## src/rtl/pipe_hazard_ctrl_pkg.sv

```systemverilog
// Shared types for the pipeline hazard/forwarding controller.
//   fwd_sel_e  : EX-stage operand mux select encoding
//   hz_state_e : hazard controller FSM states
//   STAGE_*    : values of the BR_STAGE parameter
package riscv_pipe_pkg;

    typedef enum logic [1:0] {
        FWD_RF  = 2'b00,
        FWD_WB  = 2'b01,
        FWD_MEM = 2'b10
    } fwd_sel_e;

    typedef enum logic [1:0] {
        S_RUN,
        S_LU_STALL,
        S_FREEZE
    } hz_state_e;

    localparam int unsigned STAGE_EX  = 2;
    localparam int unsigned STAGE_MEM = 3;

endpackage

```

## src/rtl/pipe_hazard_ctrl_fwd_sel.sv

```systemverilog
// Forwarding select for one EX-stage operand.
//   rs                     : source register of the ID_EX instruction
//   mem_rd / mem_regwrite  : EX_MEM destination and write flag
//   wb_rd  / wb_regwrite   : MEM_WB destination and write flag
//   sel                    : FWD_MEM, FWD_WB or FWD_RF (x0 is never forwarded)
module fwd_sel
    import riscv_pipe_pkg::*;
#(
    parameter int unsigned REG_AW = 5
) (
    input  logic [REG_AW-1:0] rs,
    input  logic [REG_AW-1:0] mem_rd,
    input  logic              mem_regwrite,
    input  logic [REG_AW-1:0] wb_rd,
    input  logic              wb_regwrite,
    output fwd_sel_e          sel
);

    always_comb begin
        sel = FWD_RF;
        // EX_MEM holds the younger result, so it wins over MEM_WB
        if (mem_regwrite && (mem_rd != '0) && (mem_rd == rs))
            sel = FWD_MEM;
        else if (wb_regwrite && (wb_rd != '0) && (wb_rd == rs))
            sel = FWD_WB;
    end

endmodule

```

## src/rtl/pipe_hazard_ctrl.sv

```systemverilog
// Hazard / forwarding controller for a 5-stage RISC-V pipeline.
//   Inputs : reset (async, active-low), ID/EX/MEM/WB register indices and
//            control flags, br_taken (resolved in stage BR_STAGE), dmem_busy.
//   Outputs: forward_a/forward_b operand selects, stage write enables,
//            stage flushes, saturating stall_cnt / flush_cnt.
// Priority each cycle: dmem_busy > br_taken > load-use stall.
module pipe_hazard_ctrl
    import riscv_pipe_pkg::*;
#(
    parameter int unsigned REG_AW   = 5,
    parameter int unsigned LOAD_LAT = 1,
    parameter int unsigned BR_STAGE = 3,
    parameter int unsigned CNT_W    = 32
) (
    input  logic              clk,
    input  logic              reset,
    input  logic [REG_AW-1:0] id_rs1,
    input  logic [REG_AW-1:0] id_rs2,
    input  logic              id_rs1_used,
    input  logic              id_rs2_used,
    input  logic [REG_AW-1:0] ex_rs1,
    input  logic [REG_AW-1:0] ex_rs2,
    input  logic [REG_AW-1:0] ex_rd,
    input  logic              ex_memread,
    input  logic [REG_AW-1:0] mem_rd,
    input  logic              mem_regwrite,
    input  logic [REG_AW-1:0] wb_rd,
    input  logic              wb_regwrite,
    input  logic              br_taken,
    input  logic              dmem_busy,
    output logic [1:0]        forward_a,
    output logic [1:0]        forward_b,
    output logic              pc_write,
    output logic              if_id_write,
    output logic              ex_mem_write,
    output logic              mem_wb_write,
    output logic              if_id_flush,
    output logic              id_ex_flush,
    output logic              ex_mem_flush,
    output logic [CNT_W-1:0]  stall_cnt,
    output logic [CNT_W-1:0]  flush_cnt
);

    localparam logic       BR_IN_MEM = (BR_STAGE == STAGE_MEM);
    localparam logic [2:0] LU_INIT   = 3'(LOAD_LAT - 1);

    hz_state_e  state, state_nx;
    logic [2:0] lu_cnt, lu_nx;
    logic       br_pend, pend_nx;
    logic       lu_hit, resume_lu, flush_go;
    fwd_sel_e   sel_a, sel_b;

    fwd_sel #(.REG_AW(REG_AW)) u_fwd_a (
        .rs(ex_rs1), .mem_rd(mem_rd), .mem_regwrite(mem_regwrite),
        .wb_rd(wb_rd), .wb_regwrite(wb_regwrite), .sel(sel_a)
    );

    fwd_sel #(.REG_AW(REG_AW)) u_fwd_b (
        .rs(ex_rs2), .mem_rd(mem_rd), .mem_regwrite(mem_regwrite),
        .wb_rd(wb_rd), .wb_regwrite(wb_regwrite), .sel(sel_b)
    );

    assign lu_hit = ex_memread && (ex_rd != '0) &&
                    ((id_rs1_used && (id_rs1 == ex_rd)) ||
                     (id_rs2_used && (id_rs2 == ex_rd)));

    // Leaving S_FREEZE, the release cycle already behaves as the state we
    // return to, so a saved load-use count resumes without losing a cycle.
    assign resume_lu = (state == S_LU_STALL) ||
                       ((state == S_FREEZE) && (lu_cnt != '0));

    always_comb begin
        forward_a    = sel_a;
        forward_b    = sel_b;
        pc_write     = 1'b1;
        if_id_write  = 1'b1;
        ex_mem_write = 1'b1;
        mem_wb_write = 1'b1;
        if_id_flush  = 1'b0;
        id_ex_flush  = 1'b0;
        ex_mem_flush = 1'b0;
        flush_go     = 1'b0;
        state_nx     = S_RUN;
        lu_nx        = lu_cnt;
        pend_nx      = 1'b0;

        if (dmem_busy) begin
            // whole pipe frozen; a branch seen now is remembered, lu_cnt held
            pc_write     = 1'b0;
            if_id_write  = 1'b0;
            ex_mem_write = 1'b0;
            mem_wb_write = 1'b0;
            state_nx     = S_FREEZE;
            pend_nx      = br_pend | br_taken;
        end else if (br_taken || ((state == S_FREEZE) && br_pend)) begin
            // branch flush also aborts any load-use stall in progress
            if_id_flush  = 1'b1;
            id_ex_flush  = 1'b1;
            ex_mem_flush = BR_IN_MEM;
            flush_go     = 1'b1;
            lu_nx        = '0;
        end else if (resume_lu) begin
            pc_write     = 1'b0;
            if_id_write  = 1'b0;
            id_ex_flush  = 1'b1;
            lu_nx        = lu_cnt - 3'd1;
            state_nx     = (lu_cnt <= 3'd1) ? S_RUN : S_LU_STALL;
        end else if (lu_hit) begin
            pc_write     = 1'b0;
            if_id_write  = 1'b0;
            id_ex_flush  = 1'b1;
            lu_nx        = LU_INIT;
            state_nx     = (LOAD_LAT > 1) ? S_LU_STALL : S_RUN;
        end
    end

    always_ff @(posedge clk or negedge reset) begin
        if (!reset) begin
            state     <= S_RUN;
            lu_cnt    <= '0;
            br_pend   <= 1'b0;
            stall_cnt <= '0;
            flush_cnt <= '0;
        end else begin
            state   <= state_nx;
            lu_cnt  <= lu_nx;
            br_pend <= pend_nx;
            if (!pc_write && (stall_cnt != '1))
                stall_cnt <= stall_cnt + CNT_W'(1);
            if (flush_go && (flush_cnt != '1))
                flush_cnt <= flush_cnt + CNT_W'(1);
        end
    end

endmodule

```

## config.mk

```make
export PLATFORM = sky130hd
export DESIGN_NAME = pipe_hazard_ctrl
export DESIGN_NICKNAME = d
export VERILOG_FILES = /design/src/rtl/pipe_hazard_ctrl_pkg.sv /design/src/rtl/pipe_hazard_ctrl_fwd_sel.sv /design/src/rtl/pipe_hazard_ctrl.sv
export SDC_FILE = /design/constraint.sdc
export NUM_CORES = 1
export LEC_CHECK = 0
export BUFFER_PORTS_ARGS = -buffer_cell sky130_fd_sc_hd__buf_4
export CORE_ASPECT_RATIO = 1.1
export CORE_MARGIN = 2
export CORE_UTILIZATION = 46
export DETAILED_ROUTE_END_ITERATION = 10
export GPL_TIMING_DRIVEN = 0
export PLACE_DENSITY = 0.73
export SYNTH_ARGS = -nofsm -noshare
export SYNTH_HDL_FRONTEND = slang
export SYNTH_SLANG_ARGS = --single-unit
export TNS_END_PERCENT = 10
```

## constraint.sdc

```tcl
create_clock -name clk -period 2.5 [get_ports clk]
set_input_delay 0.25 -clock clk [delete_from_list [all_inputs] [get_ports clk]]
set_output_delay 0.25 -clock clk [all_outputs]
set_load 0.02 [all_outputs]
```

==> impl_results.md, run 1 <==
* Synth Area per Inst at 10.22 sq um
* Synthesis-to-finish area growth at 33.06%
* First-pass GRT wire length at 15160 um
* Library cells used by synthesis at 46
* Final Wtd Congestion at 0.8578
* Worst r2r dst: flush_cnt[30]$_DFFE_PN0P_
* Routed vias/inst at 5.317
* FF-to-FF setup slack at 0.15 ns
* Wire per inst at 14.74 um
* Leak at 2.354 nW
* Initial antenna violation count at 0
* Final Cycle Share at 94.06%
* First DRT Iteration DRCs at 99
* Worst-Margin Slew at 0.8749 ns
* Worst hold slack at -0.02392 ns
* Clock latency on the worst-skew pair at 0.35 ns
* Cell count after synthesis at 372
* Clk pin slew, worst setup/hold paths at 0.07 ns
* TritonCTS clock tree: yes
* Pre-antenna DRT Iters at 4
* Arrival @ worst endpoint at 2.58 ns
* Inserted Clock Buffers at 9
* CP max FO at 4
* Final Util at 63.62%
* Met2 wire len at 4525 um
* TritonCTS Sinks at 70
* Net Count, Synth at 420
* Kind of critical path: reg -> reg
* Critical R2R Launch: flush_cnt[0]$_DFFE_PN0P_
* Max Slew Vio Count at 0
* Hold Vio Cnt, Final at 8
* Finished Cell Area at 5061 sq um
* Row Count at 34
* Diodes inserted at 0
* Final ANT Viol Nets at 0
* HPWL Detailed at 6727 um
* VDD IR max at 0.6070 mV
* Leading post-synthesis cells by cell area: dfrtp_1 46%, xnor2_1 14%, xor2_1 6.4%, nand4_1 4.3%, nand3_1 3.4%
* Max Cap Violations at 0
* Ys flop type: dfrtp_1
* Die Y-Extent at 99.37 um
* EDFF count, synth at 0
* Largest net degree at the start of global routing at 71
* I/O Buffers at 118
* Slew HR at 41.67%
* Final Setup Violations at 0
* # DRC at 0
* Total power at 3.159 mW
* H-tree depth at 3
* Nets at 554
* Crit end category: flop
* Hold crit path type: in -> async
* CTS root buf: clkbuf_8
* Initial Util at 47.81%
* Post-CTS Hold Fix Bufs at 0
* Leading area contributor after synthesis: dfrtp_1
* Met3 WL at 424 um
* Critical Path End: flush_cnt[30]$_DFFE_PN0P_
* Worst Setup SP: flush_cnt[0]$_DFFE_PN0P_
* Top cell type's share of synthesized area at 46.05%
* Ys async rst share at 100.0%
* Total gr overflow at 0
* Die width at 90.70 um
* CTS Buffer Depth at 2
* R2R depth at 7
* Sequential fraction of the synthesis area at 46.05%
* Placed Area at 4825 sq um
* Total Die Area at 9013 sq um
* I/O pin cnt at 119
* Status: finished with violations
* Setup crit start kind: flop
* Vias at 3286
* Total track usage at 20.80%
* Top Metal Used: met4
* PwrDens at 624.2 nW/um^2
* FMAX at 0.4253 GHz
* Wirelength, routed at 9111 um
* Post-Syn Area at 3804 sq um
* Setup Skew at 0.01051 ns
* Vias in the first global route at 3229
* Required @ worst endpoint at 2.73 ns
* Core ar. at 7955 sq um
* Yosys warning count at 0
* Min Clock Period, post-route at 2.351 ns
* WL met1 at 3916 um
* Layout cell share with drive strength beyond 1 at 33.14%
* Violated checks: hold timing
* Seq cells post-synth at 70
[final cells by class]
cell class / count / area [sq um]
repair buffers: 123 / 927.1
inverters: 12 / 45.04
multi-input cells: 281 / 1972
fillers: 691 / 2894
clock inverters: 4 / 22.52
clock buffers: 11 / 151.4
flip-flops and latches: 70 / 1752
well taps: 108 / 135.1
plain buffers: 9 / 56.30
[routing by layer]
metal / vias to the layer above / global-route usage (%)
li1: 1574 / -
met5: - / 0
met3: 22 / 3.409
met4: 0 / 9.822
met1: 1598 / 26.33
met2: 92 / 35.02
[sequential cells by signal (all words and copies together), names as in the netlist]
name / cells
flush_cnt: 32
stall_cnt: 32
lu_cnt: 3
state: 2
br_pend: 1
[worst min-delay path by stage]
stage                                     to  slack, ns      start  cells past startpoint
CTS                       state[1]$_DFF_PN0_       0.03  dmem_busy                      1
floorplan                  br_pend$_DFF_PN0_      -0.05      reset                      0
global placement          state[1]$_DFF_PN0_       0.39  dmem_busy                      1
global route              state[1]$_DFF_PN0_       0.03  dmem_busy                      1
detailed placement        state[1]$_DFF_PN0_       0.40  dmem_busy                      1
finish              flush_cnt[3]$_DFFE_PN0P_      -0.02      reset                      1
[repair_timing]
action	4_1_cts	5_1_grt
endpoints found under the setup margin	2	22
buffers inserted	1	4
resized for setup	2	13
pin swaps	1	3
[synth_stat cells (3+ instances only)]
cell type	number
dfrtp_1	70
xnor2_1	62
xor2_1	28
nand2_1	26
nand3_1	26
nand4_1	26
nor2_1	21
and3_1	15
inv_1	12
nor4_1	6
or4_1	6
and4_1	5
clkbuf_1	5
nor3_1	5
ha_1	4
nand2b_1	4
o21ai_0	4
a21oi_1	3
and2_1	3
and3_2	3
buf_4	3
nand4b_1	3
or2_2	3
[cell usage in the layout (no fill, tap or decap), types with 6 or more instances in the layout]
cell type,instances
nand4_1,26
xor2_1,28
nor2_1,21
buf_4,125
clkbuf_8,11
nand2_1,26
inv_1,9
nand3_1,26
nor4_1,6
or4_1,6
dfrtp_1,70
xnor2_1,62
and3_1,15
[metrics by stage]
| step | TNS, ns | std cells | hold WS (ns) | setup slack [ns] |
|---|---|---|---|---|
| floorplan | 0 | 372 | -0.04559 | 0.1718 |
| global placement | 0 | 598 | 0.3924 | 0.06193 |
| detailed placement | 0 | 598 | 0.3965 | 0.04789 |
| CTS | 0 | 614 | 0.02562 | 0.05873 |
| global route | -0.003544 | 618 | 0.03053 | -0.003544 |
| finish | 0 | 618 | -0.02392 | 0.1486 |
[cells by family (layout without fill, tap and decap cells)]
kind of cell,count (synthesis),count (layout),synth area share (%)
buf+inv,21,159,2.401
fa+ha+maj,4,4,1.316
xor+xnor,90,90,20.72
compound gates,19,19,3.520
simple gates,166,166,25.40
flops,70,70,46.05
mux,2,2,0.5921
[where the power goes]
group          internal [mW]  switching (mW)
combinational          0.432           0.445
clock                  0.403           0.422
sequential              1.27           0.188
total                   2.10            1.05
[worst max-delay path: stages, from the launching register on]
cell	delay, ns
dfrtp_1	0.40
ha_1	0.24
nand2_1	0.13
or4_4	0.57
or3_4	0.36
nor3b_4	0.30
nand2_1	0.11
xnor2_1	0.13
No activity file was read; power rests on OpenSTA's default activity.
==> run 2: changes to the inputs <==
--- a/config.mk
+++ b/config.mk
@@ -11,6 +11,7 @@
 export CORE_UTILIZATION = 46
 export DETAILED_ROUTE_END_ITERATION = 10
 export GPL_TIMING_DRIVEN = 0
+export HOLD_SLACK_MARGIN = 0.05
 export PLACE_DENSITY = 0.73
 export SYNTH_ARGS = -nofsm -noshare
 export SYNTH_HDL_FRONTEND = slang
==> run 2 against run 1 <==
The flow now finishes without violations. Count of clock-buffer cells in the layout unchanged. Combinational power fell by 1%. Cell area grew 0.20%. Via count rose by 0.58%. Non-clock buffer count up 1. Sequential share of layout area fell by 0.068 points. Die area unchanged. Largest cell class unchanged.
==> impl_results.md, run 2 (synthesis results as in run 1) <==
* Die width at 90.70 um
* Total Die Area at 9013 sq um
* Most common cell after layout, fill and taps aside: buf_4
* Layout cell share with drive strength beyond 1 at 32.29%
* Required @ worst endpoint at 2.25 ns
* Worst hold start: br_taken
* I/O pin cnt at 119
* Wirelength, routed at 9119 um
* Hold Vio Cnt, Final at 0
* Status: finished clean
* Setup Skew at 0.01073 ns
* Vias at 3305
* FF-to-FF setup slack at 0.15 ns
* Critical Path End: pc_write
* First DRT Iteration DRCs at 75
* I/O Buffers at 118
* VDD IR max at 0.6065 mV
* Max Cap Violations at 0
* Largest net degree at the start of global routing at 71
* Setup crit start kind: flop
* # DRC at 0
* PwrDens at 620.2 nW/um^2
* Nets at 555
* R2R depth at 7
* Worst r2r dst: flush_cnt[30]$_DFFE_PN0P_
* Hold crit path type: in -> reg
* Min Clock Period, post-route at 2.358 ns
* Clock latency on the worst-skew pair at 0.35 ns
* Worst-Margin Slew at 0.8760 ns
* Initial antenna violation count at 0
* CP max stage delay at 0.36 ns
* Critical R2R Launch: flush_cnt[0]$_DFFE_PN0P_
* Die Y-Extent at 99.37 um
* Synthesis-to-finish area growth at 33.32%
* FMAX at 0.4241 GHz
* Diodes inserted at 0
* Worst Setup SP: lu_cnt[0]$_DFFE_PN0P_
* Max Slew Vio Count at 0
* Total gr overflow at 0
* Final Setup Violations at 0
* Setup slack after layout at 0.1420 ns
* Biggest regs: flush_cnt x32, stall_cnt x32, lu_cnt x3
* Clk pin slew, worst setup/hold paths at 0.07 ns
* Row Count at 34
* First-pass GRT wire length at 15200 um
* Final ANT Viol Nets at 0
* CTS Buffer Depth at 2
* RSZ-0062 raised after global routing: true
* CP max FO at 6
* Leak at 2.358 nW
* Vias in the first global route at 3239
* Worst hold slack at 0.1815 ns
* Cell family with the largest share of critical-path delay: buffers and inverters
* Crit end category: primary output
* H-tree depth at 3
* Kind of critical path: reg -> out
* Pre-antenna DRT Iters at 4
* Wire per inst at 14.73 um
* Commonest non-fill, non-tap cells in the layout: 125 x buf_4, 70 x dfrtp_1, 62 x xnor2_1
* Pre-CTS WS at 0.04789 ns
* Core ar. at 7955 sq um
* Final Wtd Congestion at 0.8578
* CTS root buf: clkbuf_8
* Post-Route Setup TNS at 0 ns
* Crit path cell chain: inv_1 > ha_1 > nor2b_2 > o31a_1 > nor2_1 > a311o_1 > buf_6 > inv_1 > buf_4 > buf_4
* Slowest CP cell: dfrtp_1
* HPWL Detailed at 6727 um
* Inserted Clock Buffers at 9
* Arrival @ worst endpoint at 2.11 ns
* TritonCTS Sinks at 70
* TritonCTS clock tree: yes
* Initial Util at 47.81%
* Total track usage at 20.85%
* Final Cycle Share at 94.32%
* Slew HR at 41.60%
* Worst Path Buf+Inv at 5
* Routed vias/inst at 5.339
* Crit path depth at 10
run 2: changes by cell type in the layout (fill, tap and decap cells not counted), sizes merged:
cell | before | now
buf | 128 | 127
dlygate4sd3 | 0 | 2
run 2: metrics by stage:
step           cell area [sq um]  cells  utilization [%]  power (mW)
6_report                    5071    619            63.75       3.145
5_1_grt                     5071    619            63.75       3.328
4_1_cts                     5030    616            63.23       3.154
3_5_place_dp                4825    598            60.65       2.321
3_3_place_gp                4825    598            60.65       2.285
2_1_floorplan               3804    372                -       1.919
run 2: cell type report:
type                       count  area (sq um)
fill                         690          2884
multi-input combinational    281          1973
sequential                    70          1752
timing repair buffer         124         935.9
clock buffer                  11         151.4
tap                          108         135.1
buffer                         9         56.30
inverter                      12         45.04
clock inverter                 4         22.52
run 2: layer usage:
metal  share of wire, %  track usage [%]  vias to the layer above  routed length (um)
li1                   -                -                     1575                   -
met1                 43            26.38                     1609                3919
met2                 49            35.07                       98                4509
met3                4.9            3.485                       23                 443
met4                2.7            9.822                        0                 247
met5                  0                0                        -                   0
run 2: worst min-delay path: stages:
cell and delay (ns):
buf_4 0.10, nor2_1 0.04, nor2_1 0.09
run 2: where the power goes:
part	internal, mW	total, mW	switching, mW
registers	1.27	1.46	0.186
logic	0.422	0.865	0.442
clock network	0.403	0.825	0.421
run 2: worst min-delay path by stage:
stage                              end  slack [ns]  depth (start not counted)
CTS                  br_pend$_DFF_PN0_        0.15                          3
floorplan            br_pend$_DFF_PN0_       -0.05                          0
finish               br_pend$_DFF_PN0_        0.18                          3
detailed placement  state[1]$_DFF_PN0_        0.40                          1
global placement    state[1]$_DFF_PN0_        0.39                          1
global route         br_pend$_DFF_PN0_        0.17                          3
run 2: timing repair:
action | CTS | global route
hold buffers | 2 | 0
setup buffers | 1 | 3
gates resized for setup | 2 | 9
endpoints found under the setup margin | 2 | 25
pin swaps | 1 | 1
endpoints found under the hold margin | 9 | 0
